File: config.mk
export PLATFORM = sky130hd
export DESIGN_NAME = seq_comparison_unit
export DESIGN_NICKNAME = d
export VERILOG_FILES = /design/src/rtl/seq_comparison_unit_pkg.sv /design/src/rtl/seq_comparison_unit_digit_slice.sv /design/src/rtl/seq_comparison_unit.sv
export SDC_FILE = /design/constraint.sdc
export NUM_CORES = 1
export LEC_CHECK = 0
export ABC_CLOCK_PERIOD_IN_PS = 2830
export CAP_MARGIN = 20
export CORE_MARGIN = 3
export CORE_UTILIZATION = 30
export CTS_BUF_LIST = sky130_fd_sc_hd__clkbuf_4 sky130_fd_sc_hd__clkbuf_8
export CTS_CLUSTER_DIAMETER = 50
export DETAILED_ROUTE_END_ITERATION = 16
export GPL_ROUTABILITY_DRIVEN = 0
export SLEW_MARGIN = 15
export SYNTH_ARGS = -nofsm -noshare
export SYNTH_HDL_FRONTEND = slang
export SYNTH_SLANG_ARGS = --single-unit
File: constraint.sdc
create_clock -name clk -period 2.83 [get_ports clk]
set_input_delay 0.566 -clock clk [delete_from_list [all_inputs] [get_ports clk]]
set_output_delay 0.566 -clock clk [all_outputs]
set_load 0.03 [all_outputs]
File: src/rtl/seq_comparison_unit_pkg.sv
// Shared compare opcodes, FSM states and the opcode-to-compare-bit decode.
package seq_comparison_unit_pkg;

   localparam logic [2:0] OP_NOP = 3'b000;
   localparam logic [2:0] OP_SGE = 3'b001;
   localparam logic [2:0] OP_SLT = 3'b010;
   localparam logic [2:0] OP_NE  = 3'b011;
   localparam logic [2:0] OP_EQ  = 3'b100;
   localparam logic [2:0] OP_UGE = 3'b101;
   localparam logic [2:0] OP_ULT = 3'b110;
   localparam logic [2:0] OP_UGT = 3'b111;

   typedef enum logic [1:0] {
      S_IDLE = 2'd0,
      S_RUN  = 2'd1,
      S_DONE = 2'd2
   } state_e;

   // Signed compares fall back to the operand sign bits when the signs differ,
   // which sidesteps overflow in the subtraction.
   function automatic logic cmp_bit(input logic [2:0] op, input logic a_msb,
                                    input logic b_msb, input logic d_msb,
                                    input logic carry, input logic zero);
      logic r;
      r = 1'b0;
      case (op)
         OP_SGE:  r = (a_msb != b_msb) ? ~a_msb : ~d_msb;
         OP_SLT:  r = (a_msb != b_msb) ?  a_msb :  d_msb;
         OP_NE:   r = ~zero;
         OP_EQ:   r =  zero;
         OP_UGE:  r =  carry;
         OP_ULT:  r = ~carry;
         OP_UGT:  r =  carry & ~zero;
         default: r = 1'b0;
      endcase
      return r;
   endfunction

endpackage

File: src/rtl/seq_comparison_unit_digit_slice.sv
// One DIGIT-bit slice of A + ~B + cin, with carry out and slice-zero detect.
module cmp_digit_slice #(
   parameter int DIGIT = 8
) (
   input  logic [DIGIT-1:0] a,
   input  logic [DIGIT-1:0] b,
   input  logic             cin,
   output logic [DIGIT-1:0] diff,
   output logic             cout,
   output logic             zero
);

   logic [DIGIT:0] sum;

   assign sum  = {1'b0, a} + {1'b0, ~b} + {{DIGIT{1'b0}}, cin};
   assign diff = sum[DIGIT-1:0];
   assign cout = sum[DIGIT];
   assign zero = (sum[DIGIT-1:0] == '0);

endmodule

File: src/rtl/seq_comparison_unit.sv
// Multi-cycle A-B comparator: one DIGIT slice per cycle, LSB first, valid/ready on both sides.
module seq_comparison_unit
   import seq_comparison_unit_pkg::*;
#(
   parameter int WIDTH        = 32,
   parameter int DIGIT        = 8,
   parameter int RESULT_WIDTH = 32
) (
   input  logic                    clk,
   input  logic                    rst_n,
   input  logic                    in_valid,
   output logic                    in_ready,
   input  logic [WIDTH-1:0]        a_in,
   input  logic [WIDTH-1:0]        b_in,
   input  logic [2:0]              opcode_in,
   output logic                    out_valid,
   input  logic                    out_ready,
   output logic [RESULT_WIDTH-1:0] result_out,
   output logic                    carry_flag,
   output logic                    zero_flag,
   output logic                    neg_flag,
   output logic                    ovf_flag
);

   localparam int NUM_STEPS = WIDTH / DIGIT;
   localparam int SW        = (NUM_STEPS > 1) ? $clog2(NUM_STEPS) : 1;
   localparam logic [SW-1:0] LAST_STEP = SW'(NUM_STEPS - 1);

   generate
      if (DIGIT < 1) begin : g_bad_digit
         $error("seq_comparison_unit: DIGIT must be >= 1");
      end else if (WIDTH % DIGIT != 0) begin : g_bad_width
         $error("seq_comparison_unit: WIDTH must be a multiple of DIGIT");
      end
   endgenerate

   state_e                  state_q;
   logic [WIDTH-1:0]        a_q, b_q;
   logic [2:0]              op_q;
   logic                    carry_q, zero_q;
   logic [SW-1:0]           step_q;
   logic [RESULT_WIDTH-1:0] result_q;
   logic                    carry_flag_q, zero_flag_q, neg_flag_q, ovf_flag_q;

   logic [DIGIT-1:0] s_diff;
   logic             s_cout, s_zero;
   logic             zero_d, cmp_d, ovf_d, a_msb, b_msb, d_msb, accept;

   // Operands shift right each step, so the active slice is always the low DIGIT bits.
   cmp_digit_slice #(.DIGIT(DIGIT)) u_slice (
      .a    (a_q[DIGIT-1:0]),
      .b    (b_q[DIGIT-1:0]),
      .cin  (carry_q),
      .diff (s_diff),
      .cout (s_cout),
      .zero (s_zero)
   );

   assign a_msb  = a_q[DIGIT-1];
   assign b_msb  = b_q[DIGIT-1];
   assign d_msb  = s_diff[DIGIT-1];
   assign zero_d = zero_q & s_zero;
   assign ovf_d  = (a_msb ^ b_msb) & (a_msb ^ d_msb);
   assign cmp_d  = cmp_bit(op_q, a_msb, b_msb, d_msb, s_cout, zero_d);

   assign in_ready = (state_q == S_IDLE) | ((state_q == S_DONE) & out_ready);
   assign accept   = in_valid & in_ready;

   always_ff @(posedge clk) begin
      if (!rst_n) begin
         state_q      <= S_IDLE;
         a_q          <= '0;
         b_q          <= '0;
         op_q         <= OP_NOP;
         carry_q      <= 1'b0;
         zero_q       <= 1'b0;
         step_q       <= '0;
         result_q     <= '0;
         carry_flag_q <= 1'b0;
         zero_flag_q  <= 1'b0;
         neg_flag_q   <= 1'b0;
         ovf_flag_q   <= 1'b0;
      end else if (state_q == S_RUN) begin
         a_q     <= a_q >> DIGIT;
         b_q     <= b_q >> DIGIT;
         carry_q <= s_cout;
         zero_q  <= zero_d;
         if (step_q == LAST_STEP) begin
            result_q     <= RESULT_WIDTH'(cmp_d);
            carry_flag_q <= s_cout;
            zero_flag_q  <= zero_d;
            neg_flag_q   <= d_msb;
            ovf_flag_q   <= ovf_d;
            state_q      <= S_DONE;
         end else begin
            step_q <= step_q + SW'(1);
         end
      end else if (accept) begin
         a_q     <= a_in;
         b_q     <= b_in;
         op_q    <= opcode_in;
         carry_q <= 1'b1;
         zero_q  <= 1'b1;
         step_q  <= '0;
         state_q <= S_RUN;
      end else if ((state_q == S_DONE) && out_ready) begin
         state_q <= S_IDLE;
      end
   end

   assign out_valid  = (state_q == S_DONE);
   assign result_out = result_q;
   assign carry_flag = carry_flag_q;
   assign zero_flag  = zero_flag_q;
   assign neg_flag   = neg_flag_q;
   assign ovf_flag   = ovf_flag_q;

endmodule

* Word level (Yosys, flattened, before mapping)
Cells that the tools add are included.
Word-level totals: register bits 78, input port bits 71
Cells by class: add/sub/neg operators 3, equality and inequality tests 13, mux-type cells 17, bitwise logic cells 15, reductions and logical operators 10
Operator list (number):
- 24-bit two-way mux | 4
- 2-bit two-way mux | 7
- 3-bit == test, second input constant | 4
- 8-bit by 8-bit adder with 9-bit output | 1
- 9-bit by 1-bit adder with 9-bit output | 1
- 8-bit zero test | 1
- 8-bit NOT | 1
- 2-bit AND reduction | 4
- 1-bit case mux with 7 select lines | 1
- 3-bit by 2-bit == test with 1-bit output, second input constant | 2
- 1-bit NOT | 6
- 1-bit bitwise AND | 5
- 1-bit two-way mux | 5
- 2-bit == test, second input constant | 2
- 3-bit by 1-bit == test with 1-bit output, second input constant | 1
- 3-bit nonzero test | 1
- 2-bit by 1-bit adder with 2-bit output, second input constant | 1
- 2-bit by 1-bit == test with 1-bit output, second input constant | 1
- 2-bit zero test | 1
- 2-bit by 1-bit inequality test with 1-bit output, second input constant | 1
- 2-bit inequality test, second input constant | 1
- 2-bit nonzero test | 1
- 2-bit OR reduction | 1
- 1-bit XOR | 2
- other kinds (3) | 3

* Longest topological paths before layout
depth after elaboration 8, mapped depth 15

* Hierarchy
From an unflattened synthesis, not the netlist that was laid out.
Unflattened totals: cell total of the unflattened synthesis 447, area, all modules 3713.6 µm²
Modules (own cells, without submodules):
- seq_comparison_unit | instances 1, cells each 399, area an instance 3329.4 µm², seq. area each 1561.5 µm²
- cmp_digit_slice | instances 1, cells each 48, area an instance 384.1 µm², seq. area each 0.0 µm²

* Worst setup path before layout
Ideal clock, no wire load.
path kind register -> register, from register a_q[0], to register result_q[0], in the netlist result_out[0], data arrival time 2835 ps, data required time 2743 ps, setup slack -92 ps, cell stages (with the launch flop) 13, path buffers 0, period minus slack after synthesis 2922 ps, cells stage by stage dfxtp_1 inv_1 fa_1 nand2b_1 a21oi_1 o21ai_0 nand2b_1 a21oi_1 fa_1 nor3b_1 or4_1 a311o_1 o31ai_1
Between the ends: longest elaborated chain between the ends 7, elaborated cells between the ends (all ways) 11
Ends and longest elaborated chain:
- from (decl) | RTL line seq_comparison_unit.sv:38 | logic [WIDTH-1:0] a_q, b_q;
- from (signal assigned) | RTL line seq_comparison_unit.sv:84 | a_q <= a_q >> DIGIT;
- from (signal assigned) | RTL line seq_comparison_unit.sv:99 | a_q <= a_in;
- 8-bit by 8-bit adder with 9-bit output (*) | RTL line seq_comparison_unit_digit_slice.sv:15 | assign sum = {1'b0, a} + {1'b0, ~b} + {{DIGIT{1'b0}}, cin};
- 9-bit by 1-bit adder with 9-bit output (*) | RTL line seq_comparison_unit_digit_slice.sv:15
- 8-bit zero test | RTL line seq_comparison_unit_digit_slice.sv:18 | assign zero = (sum[DIGIT-1:0] == '0);
- 1-bit bitwise AND | RTL line seq_comparison_unit.sv:62 | assign zero_d = zero_q & s_zero;
- 1-bit NOT | RTL line seq_comparison_unit_pkg.sv:29, seq_comparison_unit_pkg.sv:33
- 1-bit bitwise AND | RTL line seq_comparison_unit_pkg.sv:33 | OP_UGT: r = carry & ~zero;
- 1-bit case mux with 7 select lines (*) | RTL line seq_comparison_unit_pkg.sv:26 | case (op)
- to (signal assigned) | RTL line seq_comparison_unit.sv:89 | result_q <= RESULT_WIDTH'(cmp_d);
- to (decl) | RTL line seq_comparison_unit.sv:42 | logic [RESULT_WIDTH-1:0] result_q;
Mark *: on every way between the ends. The rest lies on a longest branch, timed or not. A chain may end at the register's enable or synchronous reset.

* Worst setup path after layout
Same ends and word-level chain as after synthesis.

==> results.md <==
* Place WS at -161 ps
* Yosys warning total at 0
* Total Wirelength at 9830 um
* Number of CTS-inserted buffers at 9
* EDFF count, synth at 0
* DRC Markers at 0
* GR Overflow Total at 0
* Cell Chain, Critical Path: inv_2 > fa_2 > nand2b_4 > a21oi_4 > o21ai_1 > nand2b_1 > a21oi_2 > fa_2 > nor3b_1 > or4_1 > a311o_1 > o31ai_2
* Lkg Pwr at 1.70 nW
* Clk_skew at 8.58 ps
* Startpoint Class: flop
* Fin crit share at 1.03
* Worst path arrival time at 3180 ps
* Total GRT Usage at 0.141
* Post-synth top cells: nand2_1 (91), a21oi_1 (80), dfxtp_1 (78)
* Worst Hold Slack at 457 ps
* Largest net degree at the start of global routing at 69
* Max transition margin at 0.585
* Final core utilization at 0.408
* Placed Area at 4500 um^2
* Vias per std cell at 4.94
* DRT antenna net count at 0
* Synth cell types at 46
* Storage element area at 1560 um^2
* I/O pin total at 109
* Critical path class: reg -> reg
* Die height at 117 um
* Total Neg Setup Slack at -94.4 ps
* Worst vdd ir at 0.000210 V
* Layout area overhead at 29.7%
* Synthesized area at 3690 um^2
* Max Slew Vio Count at 0
* Largest stage delay, worst path at 480 ps
* Hpwl dp at 6750 um
* Seq cells post-synth at 78
* Minimum clock period at 2920 ps
* Worst slew pin tran at 623 ps
* Top-count cell post-synth: nand2_1
* Crit path max-delay family: simple AND/OR/NAND/NOR gates
* Initial DRC Count at 162
* Clock root cell: clkbuf_8
* Fin. Hold Viols at 0
* WL/cell at 14.6 um
* Via count at 3321
* CTS HTree Levels at 3
* Fmax at 342 MHz
* CTS sink count at 78
* First-pass GRT wire length at 15300 um
* Initial Util at 0.315
* Worst skew pair latency at 340 ps
* Port Buffers at 77
* Sequential fraction of the synthesis area at 0.423
* PwrDens at 533 nW/um^2
* Post-layout instance area at 4780 um^2
* RSZ-0062 raised after global routing: true
* Post-Layout Cell Count at 672
* Clock Path Buffers at 2
* Crit. End Element: flop
* Antenna violations before repair at 0
* Most used cell along the critical path: fa_2
* Ant. Diodes at 0
* Placed cells at 655
* Hold Path Class: reg -> reg
* # rows at 39
* Setup WS post-layout at -94.4 ps
* Crit path buf inv count at 1
* Failing checks: negative setup slack
* Required time of the critical path at 3090 ps
* Mapped Avg Cell Area at 8.09 um^2
* MaxCap Viol Count at 0
* Multi-input gate area at 1930 um^2
* Fill count at 1179
* Core area at 11700 um^2
* Post-CTS Setup Bufs at 0
* Die area at 13700 um^2
* Asr flop ratio synth at 0
* Top FF cell, synth: dfxtp_1
* Yosys top cell area share at 0.423
* Dominant cells by area after synthesis: dfxtp_1 (42%), a21oi_1 (11%), a22oi_1 (9.8%)
* Vias in the first global route at 3128
* Final net count at 606
* Initial DRT Pass Iterations at 5
* Layout cell share with drive strength beyond 1 at 0.0926
* CP max stage cell: or4_1
* Worst-path clk slew at 80 ps
* Status: finished with violations
* Final setup violation count at 1
* Mapped Cells at 456
* TritonCTS clock tree: yes
* Die Width at 117 um
* Power, Total at 2.55 mW
* CP Max Fanout at 2
* Post-synth top area cell: dfxtp_1
-- power by group --
group	internal [mW]	total (mW)	switching (mW)
clock	0.338	0.750	0.412
sequential	1.16	1.20	0.0393
combinational	0.266	0.600	0.334
total	1.76	2.55	0.786
-- final timing paths --
path	from	end	slack [ps]	cells after the start
setup reg to reg	a_q[0]	result_out[0]	-90	12
hold reg to reg	b_q[8]	b_q[8]	460	2
hold / removal	b_q[8]	b_q[8]	460	2
setup / recovery	a_q[0]	result_out[0]	-90	12
-- worst reg2reg max path: cells and delay by family (launching register included) --
family	cells	cell delay [ps]
buffers and inverters	1	40
adders and majority gates	2	730
AOI/OAI and AO/OA	5	820
and+or+nand+nor	4	910
DFF	1	340
-- routing by layer --
layer / global-route usage / share of wire
met1: 0.187 / 0.44
met2: 0.234 / 0.49
met3: 0.0308 / 0.054
met4: 0.0352 / 0.0062
met5: 0 / 0
-- state kept, by name, summed over array words and instances (netlist names) --
| name | count |
|---|---|
| zero_q | 1 |
| op_q | 3 |
| step_q | 2 |
| a_q | 32 |
| zero_flag | 1 |
| b_q | 32 |
| neg_flag | 1 |
| carry_q | 1 |
| state_q | 2 |
| carry_flag | 1 |
| result_out | 1 |
| ovf_flag | 1 |
-- timing repair --
item | CTS | global route
hold buffers | 0 | 0
pin swaps | 6 | 3
endpoints found under the setup margin | 2 | 3
gates cloned | 0 | 0
resized for setup | 10 | 8
-- cell usage in the layout, fill, tap and decap left out, types with 2 or more instances in the layout --
master           instances
clkinvlp_4               3
a21oi_2                  2
inv_2                    2
o21ai_0                  4
nor3_1                   3
dfxtp_1                 77
nor2b_1                  4
ha_1                     6
buf_4                    9
nor2_1                  12
clkbuf_4                 2
mux2i_1                  2
a21oi_1                 77
nand2b_1                 5
fa_2                     2
clkdlybuf4s50_1         77
conb_1                  31
a31oi_1                  2
a22oi_1                 48
xnor2_1                  2
nand3b_1                 2
nand2_1                 91
clkbuf_8                 9
nand3_1                  6
ha_4                     2
inv_1                   11
-- kinds of logic (layout without fill, tap and decap cells) --
| group | Yosys count | in the layout | synth area share |
|---|---|---|---|
| buffers and inverters | 74 | 117 | 0.109 |
| AOI/OAI and AO/OA | 150 | 150 | 0.250 |
| other | 1 | 31 | 0.00102 |
| muxes | 2 | 2 | 0.00543 |
| xor gates and xnor gates | 3 | 3 | 0.00713 |
| DFF | 78 | 78 | 0.423 |
| adders and majority gates | 11 | 11 | 0.0434 |
| and+or+nand+nor | 137 | 137 | 0.161 |
-- final cells by class --
type,count,area share
multi-input combinational,334,0.404
clock buffer,11,0.0290
timing repair buffer,88,0.185
clock inverter,5,0.00759
sequential,78,0.327
inverter,13,0.0102
tap,143,0.0374
(Power assumes the default switching activity.)
